$ cat src/rtl/rainbow_breath_ctrl.sv
// Rainbow breathing-light controller: shared rise/fall/off ramp spread over CH PWM outputs,
// with debounced speed/mode keys. Define RAINBOW_GAMMA_EN for a squared (gamma) duty ramp.
module rainbow_breath_ctrl #(
    parameter int CH       = 3,
    parameter int PWM_W    = 8,
    parameter int BASE_DIV = 64,
    parameter int DIV_W    = 16,
    parameter int DEB_CYC  = 50000
) (
    input  logic          clk_i,
    input  logic          rst_i,
    input  logic          key_up_i,
    input  logic          key_dn_i,
    input  logic          key_mode_i,
    output logic [CH-1:0] led_o,
    output logic [2:0]    spd_o,
    output logic [1:0]    mode_o
);
    localparam int DEB_W = $clog2(DEB_CYC);
    localparam int SEL_W = (CH > 1) ? $clog2(CH) : 1;
    localparam logic [DEB_W-1:0] DEB_LAST = DEB_W'(DEB_CYC - 1);
    localparam logic [SEL_W-1:0] SEL_LAST = SEL_W'(CH - 1);
    localparam logic [PWM_W-1:0] PWM_MAX  = '1;
    localparam logic [DIV_W-1:0] DIV_BASE = DIV_W'(BASE_DIV);

    typedef enum logic {KEY_IDLE, KEY_HELD} keyState_e;

    logic [2:0]       keyRaw;
    logic [2:0]       sync1_q, sync2_q;
    logic [2:0]       pulse_q, pulse_d;
    keyState_e        keyState_q [3];
    keyState_e        keyState_d [3];
    logic [DEB_W-1:0] debCnt_q [3];
    logic [DEB_W-1:0] debCnt_d [3];

    logic [2:0]       spd_q, spd_d;
    logic [1:0]       mode_q, mode_d;
    logic [DIV_W-1:0] presc_q, presc_d, prescTerm;
    logic [PWM_W-1:0] lvl_q, lvl_d;
    logic [1:0]       rot_q, rot_d;
    logic [SEL_W-1:0] sel_q, sel_d;
    logic [PWM_W-1:0] pc_q;
    logic [PWM_W-1:0] duty_q [CH];
    logic [PWM_W-1:0] duty_d [CH];
    logic [CH-1:0]    led_q, led_d;
    logic             spdInc, spdDec, spdChg, modeChg;

    assign keyRaw = {key_mode_i, key_dn_i, key_up_i};

    function automatic logic [PWM_W-1:0] shapeDuty(input logic [1:0] ph, input logic [PWM_W-1:0] lvl);
        logic [PWM_W-1:0] base;
`ifdef RAINBOW_GAMMA_EN
        logic [2*PWM_W-1:0] sq;
`endif
        case (ph)
            2'd0:    base = lvl;
            2'd1:    base = PWM_MAX - lvl;
            default: base = '0;
        endcase
`ifdef RAINBOW_GAMMA_EN
        sq = {{PWM_W{1'b0}}, base} * {{PWM_W{1'b0}}, base};
        return sq[2*PWM_W-1:PWM_W];
`else
        return base;
`endif
    endfunction

    function automatic logic [PWM_W-1:0] targetDuty(input int idx, input logic [1:0] md,
                                                    input logic [1:0] rot, input logic [SEL_W-1:0] sel,
                                                    input logic [PWM_W-1:0] lvl);
        logic [1:0] ph;
        logic       lit;
        ph  = rot;
        lit = 1'b1;
        case (md)
            2'd0:    ph  = 2'(((idx % 3) + int'(rot)) % 3);
            2'd1:    ph  = rot;
            2'd2:    lit = (sel == SEL_W'(idx));
            default: lit = 1'b0;
        endcase
        return lit ? shapeDuty(ph, lvl) : '0;
    endfunction

    // Each key waits for DEB_CYC stable-low samples before its single pulse, then for DEB_CYC highs to re-arm.
    always_comb begin
        pulse_d = '0;
        for (int k = 0; k < 3; k++) begin
            keyState_d[k] = keyState_q[k];
            debCnt_d[k]   = '0;
            case (keyState_q[k])
                KEY_IDLE: begin
                    if (!sync2_q[k]) begin
                        if (debCnt_q[k] == DEB_LAST) begin
                            pulse_d[k]    = 1'b1;
                            keyState_d[k] = KEY_HELD;
                        end else begin
                            debCnt_d[k] = debCnt_q[k] + 1'b1;
                        end
                    end
                end
                KEY_HELD: begin
                    if (sync2_q[k]) begin
                        if (debCnt_q[k] == DEB_LAST) begin
                            keyState_d[k] = KEY_IDLE;
                        end else begin
                            debCnt_d[k] = debCnt_q[k] + 1'b1;
                        end
                    end
                end
                default: keyState_d[k] = KEY_IDLE;
            endcase
        end
    end

    assign spdInc    = pulse_q[0] && !pulse_q[1] && (spd_q != 3'd7);
    assign spdDec    = pulse_q[1] && !pulse_q[0] && (spd_q != 3'd0);
    assign spdChg    = spdInc || spdDec;
    assign modeChg   = pulse_q[2];
    assign prescTerm = (DIV_BASE << (3'd7 - spd_q)) - 1'b1;

    // A mode change restarts the whole ramp; a speed change only restarts the current step.
    always_comb begin
        spd_d   = spd_q;
        mode_d  = mode_q;
        presc_d = presc_q + 1'b1;
        lvl_d   = lvl_q;
        rot_d   = rot_q;
        sel_d   = sel_q;
        if (spdInc) begin
            spd_d = spd_q + 3'd1;
        end else if (spdDec) begin
            spd_d = spd_q - 3'd1;
        end
        if (modeChg) begin
            mode_d  = (mode_q == 2'd2) ? 2'd0 : mode_q + 2'd1;
            presc_d = '0;
            lvl_d   = '0;
            rot_d   = '0;
            sel_d   = '0;
        end else if (spdChg) begin
            presc_d = '0;
        end else if (presc_q == prescTerm) begin
            presc_d = '0;
            lvl_d   = lvl_q + 1'b1;
            if (lvl_q == PWM_MAX) begin
                rot_d = (rot_q == 2'd2) ? 2'd0 : rot_q + 2'd1;
                sel_d = (sel_q == SEL_LAST) ? '0 : sel_q + 1'b1;
            end
        end
    end

    // Duties are only reloaded on the last PWM count so a period never shows a mixed width.
    always_comb begin
        led_d = '0;
        for (int i = 0; i < CH; i++) begin
            duty_d[i] = duty_q[i];
            led_d[i]  = (pc_q < duty_q[i]);
            if (pc_q == PWM_MAX) begin
                duty_d[i] = targetDuty(i, mode_q, rot_q, sel_q, lvl_q);
            end
        end
    end

    always_ff @(posedge clk_i) begin
        if (rst_i) begin
            sync1_q <= '1;
            sync2_q <= '1;
            pulse_q <= '0;
            for (int k = 0; k < 3; k++) begin
                keyState_q[k] <= KEY_IDLE;
                debCnt_q[k]   <= '0;
            end
            spd_q   <= 3'd4;
            mode_q  <= 2'd0;
            presc_q <= '0;
            lvl_q   <= '0;
            rot_q   <= '0;
            sel_q   <= '0;
            pc_q    <= '0;
            for (int i = 0; i < CH; i++) begin
                duty_q[i] <= '0;
            end
            led_q   <= '0;
        end else begin
            sync1_q <= keyRaw;
            sync2_q <= sync1_q;
            pulse_q <= pulse_d;
            for (int k = 0; k < 3; k++) begin
                keyState_q[k] <= keyState_d[k];
                debCnt_q[k]   <= debCnt_d[k];
            end
            spd_q   <= spd_d;
            mode_q  <= mode_d;
            presc_q <= presc_d;
            lvl_q   <= lvl_d;
            rot_q   <= rot_d;
            sel_q   <= sel_d;
            pc_q    <= pc_q + 1'b1;
            for (int i = 0; i < CH; i++) begin
                duty_q[i] <= duty_d[i];
            end
            led_q   <= led_d;
        end
    end

    assign led_o  = led_q;
    assign spd_o  = spd_q;
    assign mode_o = mode_q;

endmodule

$ cat config.mk
export PLATFORM = sky130hd
export DESIGN_NAME = rainbow_breath_ctrl
export DESIGN_NICKNAME = d
export VERILOG_FILES = /design/src/rtl/rainbow_breath_ctrl.sv
export SDC_FILE = /design/constraint.sdc
export NUM_CORES = 1
export LEC_CHECK = 0
export CORE_UTILIZATION = 65
export CTS_CLUSTER_DIAMETER = 150
export CTS_CLUSTER_SIZE = 30
export DETAILED_ROUTE_END_ITERATION = 6
export GPL_TIMING_DRIVEN = 0
export PLACE_DENSITY = 0.83
export SKIP_LAST_GASP = 1
export SYNTH_ARGS = -nofsm -noshare
export SYNTH_HDL_FRONTEND = slang
export SYNTH_SLANG_ARGS = --single-unit
$ cat constraint.sdc
create_clock -name clk_i -period 5.6 [get_ports clk_i]
set_clock_uncertainty 0.2 [all_clocks]
set_input_delay 0.84 -clock clk_i [delete_from_list [all_inputs] [get_ports clk_i]]
set_output_delay 0.84 -clock clk_i [all_outputs]
set_load 0.005 [all_outputs]
; Word level (Yosys, flattened, before mapping)
; Memories as Yosys holds them, arrays and structs flattened.
; Index checks and enable logic that the tools add are counted.
[totals]
ram_bits = 75
mem_count = 3
regBits = 53
wordCells = 154
[memory_table]
columns = name, depth, width, rd, rd_ports_with_merged_regs, write_ports, line
row1 = debCnt_q, 3, 16, 3, 0, 3, 33  ; logic [DEB_W-1:0] debCnt_q [3];
row2 = duty_q, 3, 8, 3, 0, 3, 43  ; logic [PWM_W-1:0] duty_q [CH];
row3 = keyState_q, 3, 1, 3, 0, 3, 31  ; keyState_e keyState_q [3];
[classes]
bitwise_logic = 13
n_eq_ne = 15
div_mod_pow = 3
muxes = 65
n_addsub = 16
reduce_logical = 22
order_cmp = 3
shift = 1
[ops]
columns = op, count
row1 = $mux W16, 12
row2 = $pmux W16 S2, 3
row3 = $mux W8, 9
row4 = $add A16 B1 Y16 const B, 4
row5 = $mod A32 B3 Y32 const B, 2
row6 = $eq A16 B16 Y1 const B, 3
row7 = $pmux W8 S2, 3
row8 = $mod A3 B3 Y32 const B, 1
row9 = $lt A8 B8 Y1, 3
row10 = $mux W1, 21
row11 = $mux W2, 9
row12 = $add A8 B1 Y8 const B, 2
row13 = $eq A16 B16 Y1, 1
row14 = $eq A8 B8 Y1 const B, 2
row15 = $shl A7 B3 Y16 const A, 1
row16 = $sub A16 B1 Y16 const B, 1
row17 = $pmux W1 S2, 6
row18 = $eq A2 B1 Y1 const B, 5
row19 = $logic_not A2 Y1, 5
row20 = $reduce_or A2 Y1, 5
row21 = $or A1 B1 Y1, 9
row22 = $sub A8 B8 Y8 const A, 1
row23 = $add A2 B1 Y2 const B, 3
row24 = $eq A2 B2 Y1 const B, 3
row25 = other kinds (16), 24

; Longest topological paths before layout
; Gate-level depths: netlist of the first run.
[depth]
ltp_word = 9
mapped_depth = 13
depth_no_buf = 9

; Worst setup path before layout of the first run
; Ideal clock, no wire load.
[synth_timing]
path_kind = register -> register
from = reg spd_q[1], in the netlist spd_o[1]
to = reg presc_q[10]
path_stages_with_launch = 14
arrival_ns = 2.697
setup_slack_ns = 2.586
required_time_ns = 5.283
cell_sequence = dfxtp_1 buf_2 and2_1 nand2b_1 ha_1 buf_6 xnor2_2 a2111oi_4 o211ai_1 or3_1 buf_6 o21ai_2 buf_2 nor2_1
[synth_between]
elab_chain_cells = 5
[synth_lines]
columns = item, line
row1 = from (decl), 36  ; logic [2:0] spd_q, spd_d;
row2 = from (signal assigned), 192  ; spd_q <= spd_d;
row3 = $sub A3 B3 Y3, 119  ; assign prescTerm = (DIV_BASE << (3'd7 - spd_q)) - 1'b1;
row4 = $shl A7 B3 Y16, 119
row5 = $sub A16 B1 Y16, 119
row6 = $eq A16 B16 Y1, 142  ; end else if (presc_q == prescTerm) begin
row7 = $reduce_or A4 Y1 (no source line) (*), --
row8 = to (signal assigned), 194  ; presc_q <= presc_d;
row9 = to (decl), 38  ; logic [DIV_W-1:0] presc_q, presc_d, prescTerm;
; Every way passes the cells marked *; elsewhere a longest branch is shown, timed or not.
; A chain may end at the register's enable or synchronous reset.

; Final worst setup path of the first run
[layout_timing]
from = reg spd_q[1], in the netlist spd_o[1]
to = reg presc_q[12]
; Same word-level chain as after synthesis.

==> results of run 1 <==
[cell families after synthesis]
group / synth area share [%]
buf+inv: 4.52
flops: 40.6
xor+xnor: 10.2
simple gates: 25.2
fa+ha+maj: 6.86
compound gates: 11.9
mux: 0.634
[area by class of cell]
class,count,share of cell area (%)
multi-input combinational,549,48.3
buffer,34,2.20
sequential,128,35.8
inverter,34,1.78
timing repair buffer,12,1.68
clock inverter,9,1.52
clock buffer,22,6.46
tap,129,2.25
[worst paths after layout]
check	cells past startpoint	slack, ns	endpoint
worst min-delay path	1	0.21	sync2_q[2]$_SDFF_PP1_
worst min register to register	1	0.21	sync2_q[2]$_SDFF_PP1_
worst max-delay path	13	2.12	presc_q[12]$_SDFF_PP0_
worst max register to register	13	2.12	presc_q[12]$_SDFF_PP0_
[layer usage]
| metal | up-vias | track usage, % | share of wire (%) |
|---|---|---|---|
| met5 | - | 0 | 0 |
| met4 | 0 | 12.3 | 2.6 |
| met3 | 32 | 8.88 | 3.5 |
| met2 | 97 | 52.3 | 51 |
| met1 | 2407 | 32.4 | 43 |
| li1 | 2636 | - | - |
[flip-flops by register name, indices dropped and copies added, names as in the netlist, named ones only]
signal    count
sel_q         2
duty_q       24
pc_q          8
presc_q      16
sync1_q       3
debCnt_q     48
lvl_q         8
led_o         3
mode_o        2
sync2_q       3
spd_o         3
rot_q         2
pulse_q       3
[power by group]
part	switching (W)	internal, W	total [W]	leakage (nW)
Sequential	0.00000804	0.000920	0.000928	1.03
Combinational	0.0000282	0.0000245	0.0000527	1.23
Clock	0.000391	0.000664	0.00106	0.269
Total	0.000428	0.00161	0.00204	2.54
[placed cells by master, fill, tap and decap left out, types with 11 or more instances in the layout]
cell / count
dfxtp_1: 128
nor2_1: 110
nand2_1: 76
xor2_1: 40
a21oi_1: 38
inv_1: 34
ha_1: 33
xnor2_1: 30
nand3_1: 28
clkbuf_1: 27
and3_1: 22
o211ai_1: 19
clkbuf_16: 16
or2_2: 12
nand4_1: 12
nor4_1: 12
clkdlybuf4s50_1: 12
a22oi_1: 11
nor3_1: 11
[critical path, cell delays in order (launching register included)]
cell	delay [ns]
dfxtp_1	0.38
buf_2	0.22
and2_1	0.25
nand2b_1	0.08
ha_1	0.19
buf_6	0.14
xnor2_2	0.18
a2111oi_4	0.33
o211ai_1	0.18
or3_1	0.42
buf_6	0.15
o21ai_2	0.28
buf_2	0.27
nor2_1	0.08
[synthesized netlist by cell type (2+ instances only)]
cell type | n | area [µm²]
dfxtp_1 | 128 | 2560
nor2_1 | 110 | 413
nand2_1 | 76 | 285
xor2_1 | 40 | 350
a21oi_1 | 38 | 190
inv_1 | 34 | 128
ha_1 | 33 | 413
xnor2_1 | 30 | 263
nand3_1 | 28 | 140
clkbuf_1 | 25 | 93.8
and3_1 | 22 | 138
o211ai_1 | 19 | 143
nand4_1 | 12 | 75.1
nor4_1 | 12 | 75.1
or2_2 | 12 | 75.1
a22oi_1 | 11 | 82.6
nor3_1 | 11 | 55.1
or4_1 | 10 | 75.1
nand2b_1 | 8 | 50.1
o21ai_0 | 7 | 35.0
a21o_1 | 6 | 45.0
or3_1 | 6 | 37.5
and4_1 | 5 | 43.8
nor2b_1 | 5 | 31.3
mux2i_1 | 4 | 40.0
a211oi_1 | 3 | 22.5
a22o_1 | 3 | 26.3
buf_2 | 3 | 15.0
buf_6 | 3 | 33.8
o21ai_1 | 3 | 15.0
o21bai_1 | 3 | 22.5
o311ai_0 | 3 | 26.3
o31ai_1 | 3 | 22.5
a2bb2oi_1 | 2 | 17.5
buf_1 | 2 | 7.51
nand3b_1 | 2 | 15.0
nor4b_1 | 2 | 17.5
o311ai_1 | 2 | 17.5
o41ai_1 | 2 | 17.5
xnor2_2 | 2 | 32.5
[through the flow]
step / area [µm²] / total power [W] / util [%]
finish: 7170 / 0.00204 / 76.8
global placement: 6590 / 0.000997 / 70.7
detailed placement: 6590 / 0.000999 / 70.7
CTS: 7170 / 0.00205 / 76.8
floorplan: 6310 / 0.000979 / -
global route: 7170 / 0.00210 / 76.8
==> out/results.ini, run 1 <==
[sta]
slew_violations = 0
fin_ws_ns = 2.12
period_needed_ns = 3.48
max_freq_mhz = 288
tightest_slew_ns = 0.659
min_period_over_period_pct = 62.1
hold_ws_ns = 0.207
rsz0062_at_grt = no
setup_viol = 0
setup_tns_ns = 0
relSlewSlack_pct = 56.0
hold_viol_final = 0

[final_layout]
fillers = 656
multiInputGateArea_um2 = 3460
fin_cells = 917
drive_above_1_share_pct = 7.23
nets = 815
n_antenna_cell = 0
ff_latch_area_um2 = 2560
syn_to_final_growth_pct = 13.5

[placed_design]
routabilityCongestion = 0.825
dp_hpwl_um = 9270
dp.cells = 886
io_buffers = 12
place_ws_ns = 2.21

[clock_network]
post_cts_buffers = 0
cts_repair_resize_count = 0
htree_levels = 4
cts.clk_slew.worst_paths_ns = 0.06
cts_made_buffers = 17
cts_hold_buffers = 0
root_buffer = clkbuf_8
cts_max_path_buffers = 2
cts.sinks = 128
clk_latency_ns = 0.53
cts_tree = done

[logic_synthesis]
ys_warn_count = 0
ys_seq_area_share_pct = 40.6
ys_seq_elements = 128
syn_avg_cell_area_um2 = 8.47
synth_edf_count = 0
mappedNetlistNets = 784
async_flop_share_pct = 0
ys.flop_type = dfxtp_1
syn-cell-area_um2 = 6310
yosysUniqueCellTypes = 55
synth_cells = 745

[min_path]
holdCritPathClass = reg -> reg
worst_hold_startpoint = sync1_q[2]$_SDFF_PP1_

[setup_path]
worstPathRequired_ns = 5.82
critPathCaptureType = flop
cp_data_arrival_time_ns = 3.69
r2r-start = spd_o[1]$_SDFFE_PP0P_
critPathKind = reg -> reg
worst_setup_path_start_kind = flop
cp-startpoint = spd_o[1]$_SDFFE_PP0P_
cp_max_fo = 10

[status]
status = complete, no violations

[routing]
vias = 5172
drtIter0Drc = 272
drc = 0
routed_wl_um = 13600
vias_per_cell = 5.64
first_pass_iters = 5
wire_per_inst_um = 14.8
ant_nets = 0

[global_route]
antenna_found_initial = 0
gr-usage-all-layers_pct = 29.3
grt_pass1_wl_um = 23200
grt_pass1_vias = 5262
gr-total-overflow = 0
grt_max_degree = 17

[floorplanning]
core_area_um2 = 9330
initial_core_util_pct = 67.7
die_x_um = 101
rows = 35
die_h_um = 101
pin_count = 13
die_area_um2 = 10100

[power_and_ir_drop]
power_density_nw_per_um2 = 284
ir_worst_vdd_uv = 237
p_leak_nw = 2.54

[job]
cap_viol_max_count = 0

(Power assumes the default switching activity.)
==> run 2, diff against run 1 <==
--- a/config.mk
+++ b/config.mk
@@ -5,12 +5,12 @@
 export SDC_FILE = /design/constraint.sdc
 export NUM_CORES = 1
 export LEC_CHECK = 0
-export CORE_UTILIZATION = 65
+export CORE_UTILIZATION = 56
 export CTS_CLUSTER_DIAMETER = 150
 export CTS_CLUSTER_SIZE = 30
 export DETAILED_ROUTE_END_ITERATION = 6
 export GPL_TIMING_DRIVEN = 0
-export PLACE_DENSITY = 0.83
+export PLACE_DENSITY = 0.76
 export SKIP_LAST_GASP = 1
 export SYNTH_ARGS = -nofsm -noshare
 export SYNTH_HDL_FRONTEND = slang
==> constraint.sdc (replaced) <==
create_clock -name clk_i -period 2.9 [get_ports clk_i]
set_clock_uncertainty 0.2 [all_clocks]
set_input_delay 0.435 -clock clk_i [delete_from_list [all_inputs] [get_ports clk_i]]
set_output_delay 0.435 -clock clk_i [all_outputs]
set_load 0.005 [all_outputs]
==> run 2 against run 1 <==
  * The run now ends with negative setup slack left
  * Maximum frequency is 20% higher
  * First-iteration DRC count is 19% higher
  * Sequential power increased by 93%
  * Highest routed layer unchanged
==> out/results.ini, run 2 (synthesis gave the netlist of run 1 again) <==
[setup_path]
r2r-start = spd_o[1]$_SDFFE_PP0P_
worstPathRequired_ns = 3.15
worst_setup_path_start_kind = flop
r2r_cells = 9
r2r_end = lvl_q[3]$_SDFFE_PP0P_
rrSetupSlack_ns = -0.004
critPathCaptureType = flop
cp_data_arrival_time_ns = 3.16
cp_max_fo = 10
critPathKind = reg -> reg

[power_and_ir_drop]
p_total_w = 0.00411
ir_worst_vdd_uv = 486
p_leak_nw = 2.67
power_density_nw_per_um2 = 549

[min_path]
holdPathEnd = sync2_q[2]$_SDFF_PP1_
holdCritPathClass = reg -> reg
holdPathStages = 1
worst_hold_startpoint = sync1_q[2]$_SDFF_PP1_

[global_route]
gr-total-overflow = 0
grt_pass1_wl_um = 22700
antenna_found_initial = 0
gr-usage-all-layers_pct = 24.9
grt_max_degree = 17
grt_pass1_vias = 5079

[clock_network]
cts_max_path_buffers = 2
htree_levels = 4
cts.clk_slew.worst_paths_ns = 0.06
root_buffer = clkbuf_8
clk_latency_ns = 0.53
cts_tree = done
cts_made_buffers = 17
cts.sinks = 128

[floorplanning]
rows = 38
initial_core_util_pct = 58.0
core_area_um2 = 10900
die_x_um = 108
die_area_um2 = 11700
die_h_um = 108
pin_count = 13

[final_layout]
nets = 831
ff_latch_area_um2 = 2570
drive_above_1_share_pct = 11.4
final_common_cell = dfxtp_1
n_antenna_cell = 0
largest_reg_flops = 48
top_register = debCnt_q
top_regs = debCnt_q: 48 flops, duty_q: 24 flops, presc_q: 16 flops
fin_cells = 945
final_cell_mix = dfxtp_1, nor2_1, nand2_1
syn_to_final_growth_pct = 18.7
multiInputGateArea_um2 = 3580
fin_util_pct = 68.8
fillers = 861

[routing]
first_pass_iters = 5
drtIter0Drc = 323
routed_wl_um = 13800
drc = 0
met3_wirelength_um = 476
wire_per_inst_um = 14.6
ant_nets = 0
vias_per_cell = 5.55
wl_met1_um = 6070
met2WireLength_um = 6940
top_layer_used = met4
vias = 5246

[sta]
slew_violations = 0
setup_viol = 1
period_needed_ns = 2.90
min_period_over_period_pct = 100
fin_ws_ns = -0.00441
relSlewSlack_pct = 56.1
hold_viol_final = 0
tightest_slew_ns = 0.657
hold_ws_ns = 0.209
max_freq_mhz = 344
rsz0062_at_grt = yes

[job]
cap_viol_max_count = 0

[placed_design]
dp.cells = 897
place_ws_ns = -0.243
routabilityCongestion = 0.861
io_buffers = 12
dp_hpwl_um = 9370

[status]
status = finished, violations left
violations = negative setup slack

[run 2: cell types whose count changed in the layout (fill, tap and decap cells not counted), moves of 3 or more]
cell,before,now
buf_2,3,0
buf_4,1,18
or4_1,10,7
or4_4,0,3
dfxtp_1,128,125
[run 2: layout make-up]
type	instances	area share (%)
repair buffers	30	3.41
plain buffers	32	2.10
clock buffers	23	6.23
inverters	34	1.70
multi-input cells	549	47.8
well taps	140	2.34
flip-flops and latches	128	34.3
clock inverters	9	2.07
[run 2: worst max-delay path: stages (launching register included)]
cell and delay [ns]:
dfxtp_4 0.36, and2_4 0.15, nand2b_1 0.08, ha_2 0.29, nor3b_1 0.42, a311oi_4 0.09
xnor2_4 0.20, or4_1 0.53, nor4_1 0.29, o21bai_1 0.18
[run 2: worst max path at each step]
stage	from	endpoint	slack, ns	cells after the start
after floorplan	spd_o[2]$_SDFFE_PP1P_	lvl_q[0]$_SDFFE_PP0P_	0.05	11
after global placement	spd_o[2]$_SDFFE_PP1P_	presc_q[9]$_SDFF_PP0_	-0.17	12
after detailed placement	spd_o[2]$_SDFFE_PP1P_	presc_q[12]$_SDFF_PP0_	-0.24	12
after CTS	spd_o[1]$_SDFFE_PP0P_	lvl_q[0]$_SDFFE_PP0P_	0.008	11
after global routing	spd_o[1]$_SDFFE_PP0P_	lvl_q[1]$_SDFFE_PP0P_	-0.04	11
final	spd_o[1]$_SDFFE_PP0P_	lvl_q[3]$_SDFFE_PP0P_	-0.004	9
[run 2: report_power, final]
part | leakage [nW] | internal, W | switching [W]
clock network | 0.291 | 0.00146 | 0.000756
registers | 1.04 | 0.00177 | 0.0000148
logic | 1.34 | 0.0000490 | 0.0000555
[run 2: stage by stage]
step | TNS [ns] | area (µm²)
CTS | 0 | 7380
global placement | -2.00 | 6620
floorplan | 0 | 6330
global route | -0.154 | 7490
detailed placement | -3.71 | 6620
finish | -0.00441 | 7490
[run 2: timing repair]
action / 4_1_cts / 5_1_grt
hold buffers: 0 / 0
pin swaps: 4 / 7
setup endpoints to repair: 23 / 22
setup buffers: 12 / 6
resized for setup: 14 / 12
[run 2: per-layer routing]
metal	track usage, %	vias up
li1	-	2659
met1	29.0	2482
met2	42.5	81
met3	6.57	24
met4	11.5	0
met5	0	-
==> run 3, diff against run 2 <==
==> constraint.sdc (replaced) <==
create_clock -name clk_i -period 2.4 [get_ports clk_i]
set_clock_uncertainty 0.2 [all_clocks]
set_input_delay 0.36 -clock clk_i [delete_from_list [all_inputs] [get_ports clk_i]]
set_output_delay 0.36 -clock clk_i [all_outputs]
set_load 0.005 [all_outputs]
==> run 3 against run 2 <==
  * The run still ends with negative setup slack left
  * Sequential share of layout area is 0.39 points lower
  * Clock power is 6% higher
  * Non-clock buffer count is 2 higher
  * Sequential power rose by 21%
  * Final cell count is 0.11% higher
  * Routed wire length increased by 4.0%
  * Global-route usage up 0.75 points
  * Register-to-register slack got worse by 0.37 ns
  * Combinational power is 32% higher
  * Maximum frequency rose by 4.7%
  * First-iteration DRC count is 9.6% higher
  * Critical path type unchanged
  * Highest routed layer unchanged
==> out/results.ini, run 3 (synthesis gave the netlist of run 1 again) <==
[sta]
hold_viol_final = 0
tightest_slew_ns = 0.659
period_needed_ns = 2.77
min_period_over_period_pct = 116
relSlewSlack_pct = 56.1
max_freq_mhz = 360
fin_ws_ns = -0.374
setup_viol = 28
slew_violations = 0
setup_tns_ns = -7.67
rsz0062_at_grt = yes

[global_route]
gr-usage-all-layers_pct = 25.7
grt_max_degree = 17
grt_pass1_vias = 5101
antenna_found_initial = 0
grt_pass1_wl_um = 23300
gr-total-overflow = 0

[status]
status = finished, violations left
violations = negative setup slack

[clock_network]
cts_tree = done
cts_made_buffers = 17
cts.clk_slew.worst_paths_ns = 0.06
htree_levels = 4
clk_latency_ns = 0.54
cts.sinks = 128
root_buffer = clkbuf_8
cts_max_path_buffers = 2

[final_layout]
final_cell_mix = dfxtp_1, nor2_1, nand2_1
top_regs = debCnt_q: 48 flops, duty_q: 24 flops, presc_q: 16 flops
syn_to_final_growth_pct = 20.1
fillers = 820
n_antenna_cell = 0
nets = 833
top_register = debCnt_q
final_common_cell = dfxtp_1
largest_reg_flops = 48
drive_above_1_share_pct = 14.6

[power_and_ir_drop]
p_sw_w = 0.00103
p_int_w = 0.00362
clkPwrFrac_pct = 50.5
p_total_w = 0.00465
ir_worst_vdd_uv = 559
power_density_nw_per_um2 = 613
pwr-share-seq_pct = 46.5
combPwrFrac_pct = 3.0
p_sw_share_pct = 22.1
p_leak_nw = 2.67

[routing]
vias = 5353
ant_nets = 0
first_pass_iters = 6
routed_wl_um = 14300
drc = 0
drtIter0Drc = 354
vias_per_cell = 5.66
wire_per_inst_um = 15.1

[setup_path]
cp-startpoint = spd_o[0]$_SDFFE_PP0P_
r2r_end = lvl_q[2]$_SDFFE_PP0P_
slowest_delay_ns = 0.58
cp_max_fo = 8
slowest_stage = or3b_2
cp_data_arrival_time_ns = 2.99
crit_chain = buf_6 > nand2b_4 > ha_4 > buf_4 > xor2_1 > o21ai_1 > a32oi_2 > or3b_2 > o311ai_1 > o41ai_2
r2r_cells = 10
worst_setup_path_start_kind = flop
rrSetupSlack_ns = -0.37
r2r-start = spd_o[0]$_SDFFE_PP0P_
critPathKind = reg -> reg
worstPathRequired_ns = 2.61
critPathCaptureType = flop
setup.worst_path.end = lvl_q[2]$_SDFFE_PP0P_

[floorplanning]
core_area_um2 = 10900
die_area_um2 = 11700
die_x_um = 108
initial_core_util_pct = 58.0
die_h_um = 108
pin_count = 13
rows = 38

[placed_design]
dp_hpwl_um = 9370
io_buffers = 12
routabilityCongestion = 0.856

[min_path]
holdCritPathClass = in -> reg

[job]
cap_viol_max_count = 0

run 3: cell count changes in the layout (fill, tap and decap cells not counted), sizes merged:
| cell | before | now |
|---|---|---|
| clkinv | 1 | 5 |
| clkbuf | 48 | 45 |
| buf | 25 | 28 |
| bufinv | 4 | 1 |
run 3: area by class of cell:
cell class	count	area, µm²	area share [%]
clock inverters	10	88.8	1.17
repair buffers	33	293	3.86
plain buffers	31	154	2.03
inverters	34	128	1.68
well taps	140	175	2.31
clock buffers	21	449	5.92
flip-flops and latches	128	2570	33.9
multi-input cells	549	3720	49.1
run 3: metrics by stage:
| stage | util [%] | area, µm² | hold slack (ns) | setup WS, ns | cells |
|---|---|---|---|---|---|
| final | 69.7 | 7580 | 0.189 | -0.374 | 946 |
| after global placement | 61.0 | 6640 | 0.208 | -0.626 | 897 |
| after detailed placement | 61.0 | 6640 | 0.202 | -0.697 | 897 |
| after floorplan | - | 6340 | 0.189 | -0.398 | 745 |
| after global routing | 69.7 | 7580 | 0.181 | -0.432 | 946 |
| after CTS | 68.4 | 7440 | 0.167 | -0.405 | 946 |
run 3: power groups by stage:
stage | logic, W | registers, W | clock network, W
global placement | 0.000117 | 0.00221 | 0
global route | 0.000153 | 0.00216 | 0.00248
detailed placement | 0.000122 | 0.00221 | 0
floorplan | 0.0000794 | 0.00220 | 0
finish | 0.000137 | 0.00216 | 0.00235
CTS | 0.000133 | 0.00216 | 0.00237
run 3: metal layers:
layer,share of wire (%),vias up,global-route usage (%)
met2,50,130,44.6
met5,0,-,0
met4,1.7,0,9.98
met1,44,2533,29.9
met3,4.4,23,6.93
li1,-,2667,-
run 3: timing repair:
item	CTS	global route
hold buffers	0	0
pin swaps	20	11
buffers inserted	19	1
endpoints found under the setup margin	47	52
resized for setup	30	30
cloned	1	0
run 3: worst min path at each step:
stage                           from                    end  slack [ns]  cells past startpoint
6_report                    key_dn_i  sync1_q[1]$_SDFF_PP1_        0.19                      2
5_1_grt                   key_mode_i  sync1_q[2]$_SDFF_PP1_        0.18                      2
4_1_cts                     key_up_i  sync1_q[0]$_SDFF_PP1_        0.17                      2
3_5_place_dp   sync1_q[1]$_SDFF_PP1_  sync2_q[1]$_SDFF_PP1_        0.20                      1
3_3_place_gp   sync1_q[0]$_SDFF_PP1_  sync2_q[0]$_SDFF_PP1_        0.21                      1
2_1_floorplan  sync1_q[0]$_SDFF_PP1_  sync2_q[0]$_SDFF_PP1_        0.19                      1
run 3: critical path, delay by kind of cell, from the launching register on:
kind	cells	cell delay, ns
AOI/OAI and AO/OA	4	0.76
xor gates and xnor gates	1	0.15
adders and majority gates	1	0.18
buffers and inverters	2	0.28
DFF	1	0.35
and+or+nand+nor	2	0.72
